$ cat config.mk
export PLATFORM = sky130hd
export DESIGN_NAME = matrix_scan_arbiter_flat
export DESIGN_NICKNAME = d
export VERILOG_FILES = /design/src/rtl/matrix_scan_arbiter_if.sv /design/src/rtl/matrix_scan_arbiter.sv /design/src/flat_wrapper.sv
export SDC_FILE = /design/constraint.sdc
export NUM_CORES = 1
export LEC_CHECK = 0
export BUFFER_PORTS_ARGS = -buffer_cell sky130_fd_sc_hd__buf_2
export CAP_MARGIN = 40
export CORE_MARGIN = 3
export CORE_UTILIZATION = 46
export DETAILED_ROUTE_END_ITERATION = 6
export GPL_ROUTABILITY_DRIVEN = 0
export GPL_TIMING_DRIVEN = 0
export PLACE_DENSITY_LB_ADDON = 0.3
export REMOVE_ABC_BUFFERS = 1
export SLEW_MARGIN = 10
export SYNTH_ARGS = -nofsm -noshare
export SYNTH_HDL_FRONTEND = slang
export SYNTH_SLANG_ARGS = --single-unit
export TNS_END_PERCENT = 30
$ cat constraint.sdc
create_clock -name CLK -period 2.1 [get_ports CLK]
set_clock_uncertainty 0.15 [all_clocks]
set_input_delay 0 -clock CLK [delete_from_list [all_inputs] [get_ports CLK]]
set_output_delay 0 -clock CLK [all_outputs]
set_load 0.02 [all_outputs]
$ cat src/rtl/matrix_scan_arbiter_if.sv
// Source/matrix bundle for the LED matrix arbiter: requests, grant, row address,
// per-source row data and the active-low matrix pin drives.
interface matrix_scan_arbiter_if;
  logic [2:0]  req;
  logic [2:0]  gnt;
  logic [2:0]  row_addr;
  logic [23:0] src_r;
  logic [23:0] src_g;
  logic [23:0] src_b;
  logic [0:7]  R1;
  logic [0:7]  G2;
  logic [0:7]  B3;
  logic [3:0]  COMM;
  logic        frame_start;

  modport master (
    input  req, src_r, src_g, src_b,
    output gnt, row_addr, R1, G2, B3, COMM, frame_start
  );

  modport slave (
    output req, src_r, src_g, src_b,
    input  gnt, row_addr, R1, G2, B3, COMM, frame_start
  );
endinterface

$ cat src/rtl/matrix_scan_arbiter.sv
// Fixed-priority frame arbiter and row scanner for an 8x8 RGB LED matrix.
// Grants change only at frame boundaries; each row slot opens with a blanking interval.
module matrix_scan_arbiter #(
  parameter int unsigned DWELL = 3125,
  parameter int unsigned BLANK = 16
) (
  input logic                  CLK,
  input logic                  restart,
  matrix_scan_arbiter_if.master bus
);

  localparam int unsigned CW  = (DWELL > 1) ? $clog2(DWELL) : 1;
  localparam int unsigned RW  = 3;
  localparam int unsigned PW  = 8;
  localparam int unsigned NS  = 3;

  localparam logic [PW-1:0] PIX_OFF  = 8'hFF;
  localparam logic [CW-1:0] C_SAMPLE = CW'(BLANK);
  localparam logic [CW-1:0] C_LAST   = CW'(DWELL - 1);
  localparam logic [RW-1:0] ROW_LAST = RW'(7);

  typedef enum logic {
    IDLE = 1'b0,
    SCAN = 1'b1
  } state_e;

  state_e        state_q, state_d;
  logic [RW-1:0] row_q,   row_d;
  logic [CW-1:0] c_q,     c_d;
  logic [NS-1:0] gnt_q,   gnt_d;
  logic [PW-1:0] r_q,     r_d;
  logic [PW-1:0] g_q,     g_d;
  logic [PW-1:0] b_q,     b_d;
  logic [3:0]    comm_q,  comm_d;
  logic          fs_q,    fs_d;

  logic [PW-1:0] sel_r, sel_g, sel_b;
  logic [RW-1:0] row_nxt;
  logic          at_sample, at_last_c, at_last_row, any_req;

  // WIN > LOSE > game
  function automatic logic [NS-1:0] pick(input logic [NS-1:0] rq);
    logic [NS-1:0] g;
    g = '0;
    if (rq[2])      g = 3'b100;
    else if (rq[1]) g = 3'b010;
    else if (rq[0]) g = 3'b001;
    return g;
  endfunction

  // Granted source's slice of the current row; grant is one-hot so the order is immaterial
  always_comb begin
    sel_r = bus.src_r[7:0];
    sel_g = bus.src_g[7:0];
    sel_b = bus.src_b[7:0];
    if (gnt_q[1]) begin
      sel_r = bus.src_r[15:8];
      sel_g = bus.src_g[15:8];
      sel_b = bus.src_b[15:8];
    end
    if (gnt_q[2]) begin
      sel_r = bus.src_r[23:16];
      sel_g = bus.src_g[23:16];
      sel_b = bus.src_b[23:16];
    end
  end

  assign at_sample   = (c_q == C_SAMPLE);
  assign at_last_c   = (c_q == C_LAST);
  assign at_last_row = (row_q == ROW_LAST);
  assign any_req     = |bus.req;
  assign row_nxt     = row_q + RW'(1);

  // Next-state and registered-output logic
  always_comb begin
    state_d = state_q;
    row_d   = row_q;
    c_d     = c_q;
    gnt_d   = gnt_q;
    r_d     = r_q;
    g_d     = g_q;
    b_d     = b_q;
    comm_d  = comm_q;
    fs_d    = 1'b0;

    unique case (state_q)
      IDLE: begin
        row_d  = '0;
        c_d    = '0;
        gnt_d  = '0;
        r_d    = PIX_OFF;
        g_d    = PIX_OFF;
        b_d    = PIX_OFF;
        comm_d = 4'b0000;
        if (any_req) begin
          state_d = SCAN;
          gnt_d   = pick(bus.req);
          comm_d  = {1'b1, RW'(0)};
          fs_d    = 1'b1;
        end
      end

      SCAN: begin
        c_d = c_q + CW'(1);
        if (at_sample) begin
          r_d = sel_r;
          g_d = sel_g;
          b_d = sel_b;
        end
        if (at_last_c) begin
          c_d    = '0;
          row_d  = row_nxt;
          r_d    = PIX_OFF;
          g_d    = PIX_OFF;
          b_d    = PIX_OFF;
          comm_d = {1'b1, row_nxt};
          // Frame boundary: the only point where the grant may change
          if (at_last_row) begin
            if (any_req) begin
              gnt_d = pick(bus.req);
              fs_d  = 1'b1;
            end else begin
              state_d = IDLE;
              gnt_d   = '0;
              row_d   = '0;
              comm_d  = 4'b0000;
            end
          end
        end
      end

      default: begin
        state_d = IDLE;
      end
    endcase
  end

  always_ff @(posedge CLK) begin
    if (restart) begin
      state_q <= IDLE;
      row_q   <= '0;
      c_q     <= '0;
      gnt_q   <= '0;
      r_q     <= PIX_OFF;
      g_q     <= PIX_OFF;
      b_q     <= PIX_OFF;
      comm_q  <= 4'b0000;
      fs_q    <= 1'b0;
    end else begin
      state_q <= state_d;
      row_q   <= row_d;
      c_q     <= c_d;
      gnt_q   <= gnt_d;
      r_q     <= r_d;
      g_q     <= g_d;
      b_q     <= b_d;
      comm_q  <= comm_d;
      fs_q    <= fs_d;
    end
  end

  assign bus.gnt         = gnt_q;
  assign bus.row_addr    = row_q;
  assign bus.R1          = r_q;
  assign bus.G2          = g_q;
  assign bus.B3          = b_q;
  assign bus.COMM        = comm_q;
  assign bus.frame_start = fs_q;

endmodule

$ cat src/flat_wrapper.sv
// flat-port wrapper written by rule: the top's interface ports become plain ports
module matrix_scan_arbiter_flat 
#(
  parameter int unsigned DWELL = 3125,
  parameter int unsigned BLANK = 16
)
  (CLK, restart, bus_req, bus_src_r, bus_src_g, bus_src_b, bus_gnt, bus_row_addr, bus_R1, bus_G2, bus_B3, bus_COMM, bus_frame_start);
  matrix_scan_arbiter_if bus_i ();
  input logic CLK;
  input logic restart;
  input wire logic [$bits(bus_i.req)-1:0] bus_req;
  input wire logic [$bits(bus_i.src_r)-1:0] bus_src_r;
  input wire logic [$bits(bus_i.src_g)-1:0] bus_src_g;
  input wire logic [$bits(bus_i.src_b)-1:0] bus_src_b;
  output wire logic [$bits(bus_i.gnt)-1:0] bus_gnt;
  output wire logic [$bits(bus_i.row_addr)-1:0] bus_row_addr;
  output wire logic [$bits(bus_i.R1)-1:0] bus_R1;
  output wire logic [$bits(bus_i.G2)-1:0] bus_G2;
  output wire logic [$bits(bus_i.B3)-1:0] bus_B3;
  output wire logic [$bits(bus_i.COMM)-1:0] bus_COMM;
  output wire logic [$bits(bus_i.frame_start)-1:0] bus_frame_start;
  assign bus_i.req = bus_req;
  assign bus_i.src_r = bus_src_r;
  assign bus_i.src_g = bus_src_g;
  assign bus_i.src_b = bus_src_b;
  assign bus_gnt = bus_i.gnt;
  assign bus_row_addr = bus_i.row_addr;
  assign bus_R1 = bus_i.R1;
  assign bus_G2 = bus_i.G2;
  assign bus_B3 = bus_i.B3;
  assign bus_COMM = bus_i.COMM;
  assign bus_frame_start = bus_i.frame_start;
  matrix_scan_arbiter #(.DWELL(DWELL), .BLANK(BLANK)) u_core (.CLK(CLK), .restart(restart), .bus(bus_i));
endmodule
==> metrics.md <==
| Metric | Value |
|---|---|
| Vias per cell | 6.08 |
| PwrDens | 535 nW/um2 |
| First-pass DRT Iterations | 7 |
| Setup crit end | u_core.bus.R1[2] |
| Core Util, Final | 0.803 |
| Synth Cell Area | 2260 um2 |
| Htree depth | 2 |
| CTS sink cnt | 45 |
| Clock buffer depth | 2 |
| Leading cell type in the layout, fill and taps excluded | buf_2 |
| GRT Resource Usage Total | 0.288 |
| Final wirelength | slightly above 10000 um |
| Failing checks | negative hold slack |
| CP startpoint | u_core.c_q[2] |
| CTS tree | done |
| Largest net degree at the start of global routing | about 50 |
| Slew Limit Fails | 0 |
| Crit Reg-Reg Endpoint | u_core.bus.R1[2] |
| Post-DRT Antenna Nets | 0 |
| Critical path capture point type | register |
| Die height | 76.2 um |
| Num rows | 24 |
| Gr ovfl total | 0 |
| Slew margin rel. | 0.433 |
| Initial Util | 0.496 |
| Yosys top cell by area | dfxtp_1 |
| Crit path kind | reg -> reg |
| Die area | just under 6000 um2 |
| CP Data Required Time | 2.16 ns |
| Worst Tran Pin Value | 0.850 ns |
| Setup TNS | 0 ns |
| Ys Warns | 0 |
| Die Width | 76.2 um |
| CTS Buf Count | 5 |
| Lkg Pwr | 1.51 nW |
| Status | finished, violations left |
| VDD IR max | 343 uV |
| Maximum clock rate | 0.483 GHz |
| Type of origin of the critical path | register |
| First-pass GRT wire length | 13500 um |
| Layout area overhead | 61.8% |
| Synth Register Bits | 45 |
| Critical path fanouts, max | 12 |
| Initial antenna violation count | 0 |
| Final Hold Viols | 1 |
| N_diodes | 0 |
| Distinct cells, synth | 32 |
| Setup-failing EPs final | 0 |
| WP data arrival | 2.13 ns |
| Io pins | 112 |
| Worst skew pair latency | 0.32 ns |
| R2R depth | 4 |
| Max Cap Violations | 0 |
| Final critical-path share of the clock period | 0.986 |
| Vias in the first global route | between 2000 and 3000 |
| HP Class | in -> reg |
| Synth Area per Inst | about 9.3 um2 |
| Area share of the largest cell type after synthesis | 0.398 |
| IO buf count | about 110 |
| Clock transition at path regs | 0.10 ns |
| Vias | 2914 |
| Clock root buffer | clkbuf_8 |
| Layout cells sized above 1 | 0.341 |
| Seq/Total Area, Yosys | 0.398 |
| HPWL after DPL | 4200 um |
| Layout Nets | 494 |
| WL/cell | 21.3 um |
| R2r setup slk | between 0.02 and 0.03 ns |
| Drt drc | 0 |
| Reg2reg start | u_core.c_q[2] |
| Core Box Area | 4560 um2 |
| Hold slack | -0.00238 ns |
| Ranking of synthesized cells by area | dfxtp_1 40%, mux2i_1 11%, a221o_1 11%, o21ai_0 5.3%, nand2_1 5.3% |
| Syn Inst Count | 243 |
| Iteration-0 DRC Markers | 369 |
| Most frequent cells in the layout | 111 x buf_2, 62 x dlygate4sd3_1, 42 x dfxtp_1, 32 x nand2_1, 26 x mux2i_1 |
| Period minus WS final | 2.07 ns |
cells in the mapped netlist, drive strengths merged:
cell and number:
xor2 3, and4 1, nor4 1, inv 8, dfxtp 45, a221oi 1, mux2i 26, nand2 32
or4b 1, a221o 24, and3 1, nor3 6, a211o 2, buf 13, nor4b 1, nand2b 3
a21oi 5, a31oi 1, or4 1, nand4 2, o21ai 24, or3b 1, nand3 5, clkbuf 6
xnor2 7, nor3b 1, ha 4, nor2 17, a41oi 1
worst min-delay path by stage:
| stage | start | to | slack (ns) | cells past startpoint |
|---|---|---|---|---|
| floorplan | restart | u_core.bus.gnt[0] | -0.08 | 1 |
| global placement | restart | u_core.bus.gnt[0] | 0.1 | 2 |
| detailed placement | restart | u_core.bus.gnt[1] | 0.09 | 2 |
| CTS | bus_src_r[13] | u_core.bus.R1[2] | 0.002 | 4 |
| global route | bus_src_g[11] | u_core.bus.G2[4] | 0.03 | 4 |
| finish | bus_src_g[11] | u_core.bus.G2[4] | -0.002 | 4 |
critical path, cell delays in order (launching register included):
cell	delay, ns
dfxtp_1	0.41
or4_4	0.62
nand2b_4	0.16
a31oi_4	0.20
a221o_1	0.42
layer usage:
layer | routed length [um] | track usage | vias up | share of wire
met5 | 0 | 0 | - | 0
li1 | - | - | 1235 | -
met1 | 3510 | 0.333 | 1317 | 0.34
met4 | 606 | 0.134 | 0 | 0.060
met3 | 1240 | 0.104 | 73 | 0.12
met2 | 4820 | 0.476 | 289 | 0.47
through the flow:
stage	worst slack, ns	std cells	power (mW)	instance area [um2]	hold slack [ns]
global route	-0.0508	479	2.02	3660	0.0268
CTS	-0.00750	472	1.88	3560	0.00168
global placement	-0.734	400	1.21	2790	0.0961
finish	0.0289	479	1.96	3660	-0.00238
detailed placement	-0.260	401	1.22	2810	0.0915
floorplan	-0.150	224	1.08	2150	-0.0809
logic make-up (layout without fill, tap and decap cells):
family,count (synthesis),in the layout,share of synthesized area
AOI/OAI and AO/OA,58,60,0.203
xor gates and xnor gates,10,10,0.0387
adders and majority gates,4,4,0.0221
buffers and inverters,27,195,0.0641
DFF,45,45,0.398
muxes,26,26,0.115
and+or+nand+nor,73,74,0.159
power breakdown:
group	internal (mW)	switching, mW
logic	0.219	0.207
clock network	0.273	0.327
registers	0.886	0.0487
total	1.38	0.582
cell type report:
cell class                      count  area, um2
Clock buffer                        6       82.6
Clock inverter                      2       17.5
Fill cell                         219        900
Inverter                            8       30.0
Multi-Input combinational cell    174       1310
Sequential cell                    45        907
Tap cell                           65       81.3
Timing Repair Buffer              179       1230
timing repair:
action	in CTS	in global routing
hold endpoints to repair	30	0
pin swaps	0	1
setup endpoints to repair	36	40
cloned	1	2
hold buffers	62	0
buffers inserted	0	5
gates resized for setup	4	8
sequential cells by signal, summed over array words and instances, names as in the netlist:
| register | count |
|---|---|
| u_core.bus.B3 | 8 |
| u_core.bus.G2 | 8 |
| u_core.c_q | 12 |
| u_core.bus.R1 | 8 |
| u_core.bus.row_addr | 2 |
| u_core.bus.frame_start | 1 |
| u_core.bus.gnt | 3 |
| u_core.bus.COMM | 2 |
| u_core.state_q | 1 |
Note: power is estimated with default switching activity, not from simulation.
